===== src/rtl/alu_result_stage.sv =====
// Registered result stage after the ALU: selects a result, derives flags, queues {result, flags}.
// Latency 1 cycle into an empty buffer; 2-entry buffer gives full throughput.
// Backpressure: in_ready depends only on the registered fill count, never on res_ready.
module alu_result_stage #(
  parameter int DATA_WIDTH = 32,
  parameter int CNT_WIDTH  = 8
) (
  input  logic                  clk,
  input  logic                  resetn,
  input  logic                  in_valid,
  output logic                  in_ready,
  input  logic [2:0]            opcode,
  input  logic [DATA_WIDTH-1:0] a,
  input  logic [DATA_WIDTH-1:0] b,
  input  logic [DATA_WIDTH-1:0] a_plus_b,
  input  logic [DATA_WIDTH-1:0] a_minus_b,
  input  logic [DATA_WIDTH-1:0] not_a,
  input  logic [DATA_WIDTH-1:0] a_and_b,
  input  logic [DATA_WIDTH-1:0] a_or_b,
  input  logic [DATA_WIDTH-1:0] a_xor_b,
  output logic                  res_valid,
  input  logic                  res_ready,
  output logic [DATA_WIDTH-1:0] res_data,
  output logic [4:0]            res_flags,
  output logic [CNT_WIDTH-1:0]  err_cnt
);

  localparam int MSB = DATA_WIDTH - 1;

  typedef struct packed {
    logic [DATA_WIDTH-1:0] data;
    logic [4:0]            flags;  // {err, ovf, carry, neg, zero}
  } entry_t;

  entry_t              mem [2];
  entry_t              nxt;
  logic                wr_ptr;
  logic                rd_ptr;
  logic [1:0]          count;
  logic                push;
  logic                pop;
  logic [DATA_WIDTH:0] sum_ext;
  logic [DATA_WIDTH-1:0] res;
  logic                err;
  logic                ovf;
  logic                carry;

  assign in_ready  = (count != 2'd2);
  assign res_valid = (count != 2'd0);
  assign push      = in_valid & in_ready;
  assign pop       = res_valid & res_ready;
  assign res_data  = mem[rd_ptr].data;
  assign res_flags = mem[rd_ptr].flags;
  assign sum_ext   = {1'b0, a} + {1'b0, b};

  always_comb begin
    res   = '0;
    err   = 1'b0;
    ovf   = 1'b0;
    carry = 1'b0;
    case (opcode)
      3'd0: begin
        res   = a_plus_b;
        carry = sum_ext[DATA_WIDTH];
        ovf   = (a[MSB] == b[MSB]) && (a_plus_b[MSB] != a[MSB]);
      end
      3'd1: begin
        res   = a_minus_b;
        carry = (a < b);
        ovf   = (a[MSB] != b[MSB]) && (a_minus_b[MSB] != a[MSB]);
      end
      3'd2:    res = not_a;
      3'd3:    res = a_and_b;
      3'd4:    res = a_or_b;
      3'd5:    res = a_xor_b;
      default: err = 1'b1;
    endcase
    nxt.data  = res;
    nxt.flags = {err, ovf, carry, res[MSB], (res == '0)};
  end

  // Writes land in the slot behind the head, so the head stays stable while stalled.
  always_ff @(posedge clk or negedge resetn) begin
    if (!resetn) begin
      mem[0]  <= '0;
      mem[1]  <= '0;
      wr_ptr  <= 1'b0;
      rd_ptr  <= 1'b0;
      count   <= 2'd0;
      err_cnt <= '0;
    end else begin
      if (push) begin
        mem[wr_ptr] <= nxt;
        wr_ptr      <= ~wr_ptr;
        if (err && (err_cnt != {CNT_WIDTH{1'b1}}))
          err_cnt <= err_cnt + 1'b1;
      end
      if (pop)
        rd_ptr <= ~rd_ptr;
      case ({push, pop})
        2'b10:   count <= count + 2'd1;
        2'b01:   count <= count - 2'd1;
        default: count <= count;
      endcase
    end
  end

endmodule


===== config.mk =====
export PLATFORM = sky130hd
export DESIGN_NAME = alu_result_stage
export DESIGN_NICKNAME = d
export VERILOG_FILES = /design/src/rtl/alu_result_stage.sv
export SDC_FILE = /design/constraint.sdc
export NUM_CORES = 1
export LEC_CHECK = 0
export CORE_AREA = 2 2 125 127
export DETAILED_ROUTE_END_ITERATION = 7
export DIE_AREA = 0 0 127 129
export GPL_ROUTABILITY_DRIVEN = 0
export GPL_TIMING_DRIVEN = 0
export PLACE_DENSITY_LB_ADDON = 0.05
export SLEW_MARGIN = 0
export SYNTH_ARGS = -nofsm -noshare
export SYNTH_HDL_FRONTEND = slang
export SYNTH_SLANG_ARGS = --single-unit

===== constraint.sdc =====
create_clock -name clk -period 5.1 [get_ports clk]
set_clock_uncertainty 0.05 [all_clocks]
set_input_delay 1.02 -clock clk [delete_from_list [all_inputs] [get_ports clk]]
set_output_delay 1.02 -clock clk [all_outputs]
set_load 0.01 [all_outputs]

## Yosys cells after proc, flatten, opt, wreduce, memory -nomap -nowiden

Index checks and enable logic that the tools add are counted.

- Add/sub/neg operators: 4
- Order comparisons: 4
- Equality and inequality tests: 13
- Multiplexer cells: 11
- Bitwise gates (word level): 6
- Reductions and logical operators: 10

Operator list:

| operator | number |
|---|---|
| case mux 32 bit (6 select lines) | 1 |
| two-way mux 37 bit | 4 |
| bitwise mux 74 bit | 1 |
| demux 37 bit (select 1 bit) | 1 |
| adder 32 x 32 -> 33 bit | 1 |
| logical NOT 32 bit | 1 |
| < comparator 32 bit | 1 |
| adder 8 x 1 -> 8 bit (second input constant) | 1 |
| != test 8 bit (second input constant) | 1 |
| equality test 3 x 2 -> 1 bit (second input constant) | 2 |
| equality test 3 bit (second input constant) | 2 |
| OR reduction 6 bit | 1 |
| >= comparator 2 bit (second input constant) | 2 |
| logical AND 1 bit | 4 |
| inverter 1 -> 2 bit | 2 |
| case mux 1 bit (2 select lines) | 2 |
| case mux 2 bit (2 select lines) | 1 |
| nonzero test 2 bit | 2 |
| equality test 3 x 1 -> 1 bit (second input constant) | 1 |
| logical NOT 3 bit | 1 |
| != test 1 bit | 3 |
| adder 2 x 1 -> 2 bit (second input constant) | 1 |
| bitwise AND 1 bit | 2 |
| equality test 2 x 1 -> 1 bit (second input constant) | 1 |
| 8 further kinds | 9 |

- Register bits: 86
- Output and inout bits: 47
- Logic and storage cells: 56

## Depth between registers and ports, before layout

- Depth after elaboration: 6
- Mapped depth: 11
- Gate-level depth less buffers: 9

## Worst setup path before layout

Ideal clock, no wire load.

- Kind: input-to-reg
- Start point: in opcode[2]
- End point: reg mem[37] in the netlist's numbering
- Arrival time: 2626 ps
- Data required time: 4973 ps
- Path slack: 2347 ps
- Cell stages on the path: 9
- Path through: buf_2 > buf_4 > clkbuf_1 > mux4_2 > o21ai_0 > o41ai_1 > nor3_1 > nand4_1 > o21ai_1

- Longest elaborated chain between the ends: 4
- Elaborated cells on any way between the ends: 9

Ends and longest elaborated chain:

| what | line | text |
|---|---|---|
| start, declared | 12 | `input logic [2:0] opcode,` |
| equality test 3 bit, or another cell as far along | 61 | `case (opcode)` |
| case mux 32 bit (6 select lines) (*) | 61 |  |
| logical NOT 32 bit (*) | 79 | `nxt.flags = {err, ovf, carry, res[MSB], (res == '0)};` |
| bitwise mux 74 bit (*) | 93 | `mem[wr_ptr] <= nxt;` |
| end signal, assigned by index | 93 |  |
| end, declared | 35 | `entry_t mem [2];` |

Mark *: on every way between the ends. The rest lies on a longest branch, timed or not.
A chain may end at the register's enable or synchronous reset.

## Worst setup path in the final report

- Start point: reg rd_ptr
- End point: out res_data[29]

- Longest elaborated chain between the ends: 4

Ends and longest elaborated chain:

| what | line | text |
|---|---|---|
| start, declared | 38 | `logic rd_ptr;` |
| start signal, assigned | 99 | `rd_ptr <= ~rd_ptr;` |
| inverter 1 -> 2 bit (not written as such) | 52 | `assign res_data = mem[rd_ptr].data;` |
| two-way mux 37 bit (3 in series) | -- |  |
| end, declared | 23 | `output logic [DATA_WIDTH-1:0] res_data,` |

No other way between the ends. The select of a mux whose other input is x is not followed.

==> impl_metrics.toml <==
[global_route]
antenna_found_initial = 0
first_global_vias = 7136
grt_overflow = 0
gr-usage-all-layers_pct = 32.0
grt_pass1_wl_um = 39700
grt_max_degree = 52

[yosys]
ys_seq_area_share_pct = 31.1
postSynthCellCount = 768
synth.cell_area_um2 = 6760
ys_ff_latch = 84
synth-edff-count = 0
ys.flop_type = "dfrtp_1"
synth_cell_types = 55
syn_nets = 1095
async_flop_share_pct = 100
syn_avg_cell_area_um2 = 8.80
yosysWarnings = 0

[clock_network]
cts.sinks = 84
holdBufCountCts = 0
clock_path_buffers = 2
clk_latency_ns = 0.34
cts_tree = "yes"
path_clk_slew_ns = 0.06
cts-resized-gates = 0
cts_made_buffers = 9
post_cts_buffers = 0
root_buffer = "clkbuf_16"
htreeDepth = 3

[hold_path]
hold_depth = 2
hold_end = "mem[54]"
worstHoldStart = "mem[54]"
min_path_type = "flop to flop"

[pwr]
pwr_density_cell_nw_per_um2 = 345
p_leak_nw = 4.61
vdd_drop_max_v = 0.000207
power_mw = 3.59

[run]
maxCapViolations = 0

[route]
wirelength_um = 26000
drt_iter0_drc = 480
vias = 7071
avgViaCountPerCell = 5.52
route.detailed.drc = 0
ant_nets = 0
drt_pre_antenna_iters = 7
wl_per_cell_um = 20.3

[finish]
layout.nets = 1415
drive_above_1_share_pct = 9.24
final_cells = 1281
n_antenna_cell = 0
synthToLayoutAreaGrowth_pct = 54.0
design_area_um2 = 10400

[die]
die_x_um = 127
fp-row-count = 45
initial_core_util_pct = 45.1
fp.dieH_um = 129
ios = 310
dieArea_um2 = 16400
core_area_um2 = 15000

[timing]
drv_slew = 0
worst_pin_slew_ns = 0.939
rsz0062_at_grt = "no"
final_hold_viol_count = 0
max-slew-margin-rel_pct = 37.4
setup_ws_ns = 1.35
holdWs_ns = 0.422
fin_crit_ns = 3.75
min_period_over_period_pct = 73.4
setup_violations = 0
fmax_mhz = 267

[critical_path]
r2r-end = "mem[72]"
rrSetupSlack_ns = 2.74
path_max_fanout = 10
worstSetupPathType = "flop to output pin"
end_kind = "output pin"
r2r_cells = 7
arrival_ns = 2.68
cp-start-kind = "flop"
r2r_start = "count[0]"
required_ns = 4.03

[placed_design]
dp_slack_ns = 1.04
dp.cells = 1265
io_buffers = 308
dp_hpwl_um = 21400
place_area_um2 = 10100

[status]
status = "finished clean"
-- cells in the final DEF (no fill, tap or decap), types with 9 or more instances in the layout --
master and instances:
ha_1 64, clkdlybuf4s50_1 307, inv_1 45, nand3_1 25, clkbuf_1 27, a21oi_1 46
nor3_1 10, nand2b_1 9, mux2_2 54, nand2_1 98, buf_2 14, nand4_1 10
clkbuf_16 9, dfrtp_1 84, mux2i_1 52, o21ai_0 87, nor2_1 25, nor2b_1 10
-- stage by stage --
step                      util (%)  TNS, ns
after floorplan                  -        0
after global placement        67.3   -0.314
after detailed placement      67.4        0
after CTS                     69.5        0
after global routing          69.5        0
final                         69.5        0
-- how the worst max path moves through the flow --
stage / from / endpoint
6_report: rd_ptr / res_data[29]
5_1_grt: opcode[1] / mem[37]
4_1_cts: rd_ptr / res_data[29]
3_5_place_dp: opcode[1] / mem[37]
3_3_place_gp: resetn / err_cnt[1]
2_1_floorplan: opcode[2] / mem[37]
-- area by class of cell --
| class | instances | area (µm²) |
|---|---|---|
| buffer | 47 | 228 |
| fill | 1279 | 4570 |
| clock inverter | 5 | 60.1 |
| timing repair buffer | 309 | 3110 |
| inverter | 46 | 173 |
| sequential | 84 | 2100 |
| multi-input combinational | 591 | 4260 |
| tap | 188 | 235 |
| clock buffer | 11 | 243 |
-- power breakdown --
group	switching, mW	total, mW	leakage, nW	internal [mW]
Sequential	0.154	1.10	1.08	0.945
Clock	0.271	0.666	0.146	0.395
Combinational	0.861	1.83	3.39	0.966
Total	1.29	3.59	4.61	2.31
-- flip-flops by register name, indices dropped and copies added, names as in the netlist --
| name | count |
|---|---|
| count | 2 |
| err_cnt | 8 |
| mem | 72 |
| rd_ptr | 1 |
| wr_ptr | 1 |
-- critical path, cell delays in order, from the launching register on --
cell and delay (ns):
dfrtp_1 0.32, clkbuf_1 0.49, clkbuf_1 0.59, mux2_2 0.41, clkdlybuf4s50_1 0.52
-- cell families after synthesis --
family                     Yosys count  share of synthesized area, %
and+or+nand+nor                    208                          14.5
AOI/OAI and AO/OA                  197                          17.4
muxes                              109                          17.6
buffers and inverters               93                          5.92
DFF                                 84                          31.1
adders and majority gates           64                          11.8
xor gates and xnor gates            13                          1.68
-- synthesized netlist by cell type (all sizes together), types with 9 or more instances --
| cell | number | area, µm² |
|---|---|---|
| a21oi | 46 | 230 |
| buf | 21 | 130 |
| clkbuf | 26 | 97.6 |
| dfrtp | 84 | 2100 |
| ha | 64 | 801 |
| inv | 45 | 169 |
| mux2 | 55 | 623 |
| mux2i | 52 | 521 |
| nand2 | 98 | 368 |
| nand2b | 9 | 56.3 |
| nand3 | 25 | 125 |
| nand4 | 10 | 62.6 |
| nor2 | 25 | 93.8 |
| nor2b | 10 | 62.6 |
| nor3 | 10 | 50.1 |
| o21ai | 90 | 450 |
-- layer usage --
| layer | up-vias | wire (µm) | share of wire [%] | global-route usage (%) |
|---|---|---|---|---|
| met2 | 304 | 12700 | 49 | 56.1 |
| met3 | 40 | 1970 | 7.6 | 6.24 |
| met5 | - | 0 | 0 | 0 |
| met4 | 0 | 636 | 2.4 | 9.18 |
| met1 | 3338 | 10800 | 41 | 40.4 |
| li1 | 3389 | - | - | - |
(Power assumes the default switching activity.)
==> edit 1 (same settings) <==
Put a register stage on the output `res_flags`, without a reset. The value now appears one clock later. The other outputs are not delayed to match.
--- a/src/rtl/alu_result_stage.sv
+++ b/src/rtl/alu_result_stage.sv
@@ -50,7 +50,9 @@
   assign push      = in_valid & in_ready;
   assign pop       = res_valid & res_ready;
   assign res_data  = mem[rd_ptr].data;
-  assign res_flags = mem[rd_ptr].flags;
+  always_ff @(posedge clk) begin
+    res_flags <= mem[rd_ptr].flags;
+  end
   assign sum_ext   = {1'b0, a} + {1'b0, b};
 
   always_comb begin
Check against the original RTL: not equivalent (Yosys sat finds a counterexample within 4 cycles, from zero or initial values and one cycle with resetn low).
==> edit 1 against the original RTL <==
Worst setup slack better by 0.046 ns; highest routed layer unchanged; area after synthesis is 3.7% higher; synthesized cell count is 3.5% higher; final cell count is 2.1% higher; cell area is 2.3% higher; critical path type unchanged; sequential cell count is 5 higher; total power is 1.1% higher; routed wire length is 3.9% higher.
==> edit 1: results (changes against the original RTL) <==
post-synthesis sequential area ratio=0.3141 (+0.003064); nets=1442 (+1.9%); Area after DPL=10350 µm² (+2.5%); Non-clk bufs=357 (+0.28%); switching part of the total=0.3526 (-0.005474); combinational power share=0.503 (-0.006); Leak=4.709 nW (+2.1%); Mapped Nets=1122 (+2.5%); peak supply drop=245.0 µV (+18%); beginning of the worst hold path=mem[64]; total CTS buffers=9 (unchanged); post-DR vias/cell=5.651 (+2.4%); outcome=completed; crit path DAT=2.63 ns (-0.05 ns); top cells by count, synth=102 x nand2_1, 84 x dfrtp_1, 83 x o21ai_0; first-iteration detailed-routing DRC count=554 (+15%); DP Worst Slack=1.213 ns (+0.1749 ns); Critical Path End=res_data[15]; Clock buf/inv share=0.02750 (-0.001604); Post-synth ARST share=0.9438 (-0.05618); global-route wire length before repair=40.72 mm (+2.6%); layout cells sized above 1=0.08839 (-0.004013); average size of a mapped cell=8.818 µm² (+0.22%); WL/cell=20.67 µm (+1.7%); TritonRoute pass-1 iters=5 (-2); comb_multi_in=614 (+3.9%); total clock network power=0.651 mW (-2%); Endpoint, Worst Hold=mem[64]; Synth area leaders=dfrtp_1 30%, ha_1 11%, mux2_2 9.0%; Yosys cell types=53 (-3.6%); Placed Cells=1292 (+2.1%); Signal buf overhead=0.3170 (-0.003669); pin count of the biggest net entering global routing=58 (+12%); Largest regs=mem x72, err_cnt x8, res_flags x5; hpwl dp=22.19 mm (+3.6%); worst rel slew slack=0.4285 (+0.05460); Power Total=3.630 mW (+1.1%); clock buffers=13 (+2); reg2reg setup slack=2.73 ns (about the same); Final Critical Period=3.700 ns (-0.04563 ns); R2R cell count=8 (+1); met1 Track Usage GR=0.3979 (-0.006591); multi-input logic portion of the cell area=0.4111 (+0.002072); M2 GR Usage=0.5639 (+0.002846)
==> edit 1: cell types whose count changed after synthesis, moves of 5 or more <==
cell / change
o221ai_1: -6
a22oi_1: +5
buf_2: -5
nor2_1: +5
a211oi_1: +8
buf_6: +6
a222oi_1: -5
and3_1: +5
a31oi_1: +8
dfxtp_1: +5
nand3_1: -11
==> edit 1: logic make-up (layout without fill, tap and decap cells) <==
| kind of cell | after synthesis | in the layout | share of synthesized area |
|---|---|---|---|
| AO/OA/AOI/OAI | 210 | 210 | 0.1787 |
| XOR/XNOR | 13 | 13 | 0.01624 |
| adder cells (fa/ha/maj) | 64 | 64 | 0.1142 |
| buffers and inverters | 92 | 417 | 0.06157 |
| flip-flops | 89 | 89 | 0.3141 |
| multiplexers | 112 | 112 | 0.1706 |
| AND/OR/NAND/NOR | 215 | 215 | 0.1446 |
==> edit 1: layer usage <==
metal | part of all wire | vias up
li1 | - | 3498
met1 | 0.39 | 3481
met2 | 0.48 | 355
met3 | 0.099 | 57
met4 | 0.032 | 0
met5 | 0 | -
==> edit 2 (config.mk and constraints unchanged) <==
Without the edit above. `CNT_WIDTH`: 8 -> 9.
--- a/src/rtl/alu_result_stage.sv
+++ b/src/rtl/alu_result_stage.sv
@@ -3,7 +3,7 @@
 // Backpressure: in_ready depends only on the registered fill count, never on res_ready.
 module alu_result_stage #(
   parameter int DATA_WIDTH = 32,
-  parameter int CNT_WIDTH  = 8
+  parameter int CNT_WIDTH  = 9
 ) (
   input  logic                  clk,
   input  logic                  resetn,
Ports: changed (resized err_cnt); port bits go from 310 to 311. The function was not compared with the original's and may differ.
==> edit 2 against the original RTL <==
Sequential cell count is 1 higher; routed wire length is 0.68% lower; non-clock buffer count is 2 lower; total power is 1.7% higher; worst setup slack worse by 0.17 ns; cell area is 1.8% higher; area after synthesis is 2.6% higher; largest cell class unchanged; highest routed layer unchanged.
==> edit 2: results (changes against the original RTL) <==
Mapped Nets=1087 (-0.73%); proportion of synthesized area in mux cells=0.1937 (+0.01779); wire length on met2=12.74 mm (+0.55%); GRT Util Overall=0.3128 (-0.007595); CTS resizes=0 (unchanged); CP max stage cell=a222oi_1; post-synthesis sequential area ratio=0.3069 (-0.004194); Worst path top cell family by delay=buffers and inverters; Internal=2.331 mW (+1.1%); Clock Tree Root=clkbuf_16; Post-synth ARST share=1.000 (unchanged); Bufs on Longest Clock Path=2 (unchanged); DP Worst Slack=0.9004 ns (-0.1375 ns); initial antenna violation count=0 (unchanged); M2 GR Usage=0.5446 (-0.01645); Area after DPL=10290 µm² (+1.9%); Largest regs=mem x72, err_cnt x9, count x2; Setup Fix Bufs, Post-CTS=0 (unchanged); top cells by count, synth=104 x nand2_1, 85 x dfrtp_1, 81 x o21ai_0; Leak=4.697 nW (+1.9%); worst slew pin tran=0.7907 ns (-0.1484 ns); TritonRoute pass-1 iters=5 (-2); post-DR vias/cell=5.593 (+1.3%); global-route wire length before repair=39.13 mm (-1.5%); I/O Buffers=310 (+0.65%); Yosys cell types=65 (+18%); crit-path max cell delay=0.57 ns (-0.02 ns); average size of a mapped cell=9.133 µm² (+3.8%); met1 Track Usage GR=0.3824 (-0.02208); peak supply drop=192.1 µV (-7.2%); Clock Pin Slew Worst Setup and Hold Paths=0.06 ns (about the same); nets=1409 (-0.42%); Met3 Routed Length=2.215 mm (+12%); crit path DAT=4.10 ns (+1.42 ns); Top FF cell, synth=dfrtp_1; Adder-Cell Fraction of Synth Area=0.1173 (-0.001168); outcome=completed; Vias=7126 (+0.78%); vias in the first global route=7131 (-0.070%); layout cells sized above 1=0.1114 (+0.01901); met3 Use GR=0.08732 (+0.02495); hold_ws=0.4243 ns (+0.002396 ns); Synth area leaders=dfrtp_1 31%, ha_1 12%, mux2_2 11%; H-tree level count=3 (unchanged); Metal-1 WL=10.30 mm (-4.3%); WL/cell=20.29 µm (-0.13%); hpwl dp=21.25 mm (-0.82%); reg2reg setup slack=2.79 ns (+0.05 ns); Flop pwr share=0.304 (-0.002); first-iteration detailed-routing DRC count=572 (+19%); Synth Area in Compound Gates=0.1650 (-0.008875); XOR/XNOR Fraction of Synth Area=0.01643 (-0.0004227); pin count of the biggest net entering global routing=75 (+44%); Final Critical Period=3.915 ns (+0.1698 ns)
edit 2: worst min-delay path: stages, from the launching register on:
cell     delay (ns)
dfrtp_1        0.34
nand2_1        0.04
o21ai_0        0.06
edit 2: path summary, 6_finish.rpt:
check,from,to
setup / recovery,opcode[0],mem[37]
hold / removal,mem[17],mem[17]
setup reg to reg,count[0],mem[70]
hold reg to reg,mem[17],mem[17]
max in group asynchronous,resetn,mem[72]
min in group asynchronous,resetn,mem[54]
edit 2: area by class of cell:
| class | count | area [µm²] |
|---|---|---|
| Buffer | 43 | 246.5 |
| Clock buffer | 9 | 225.2 |
| Clock inverter | 7 | 75.07 |
| Fill cell | 1270 | 4382 |
| Inverter | 44 | 165.2 |
| Multi-Input combinational cell | 587 | 4393 |
| Sequential cell | 85 | 2127 |
| Tap cell | 188 | 235.2 |
| Timing Repair Buffer | 311 | 3128 |
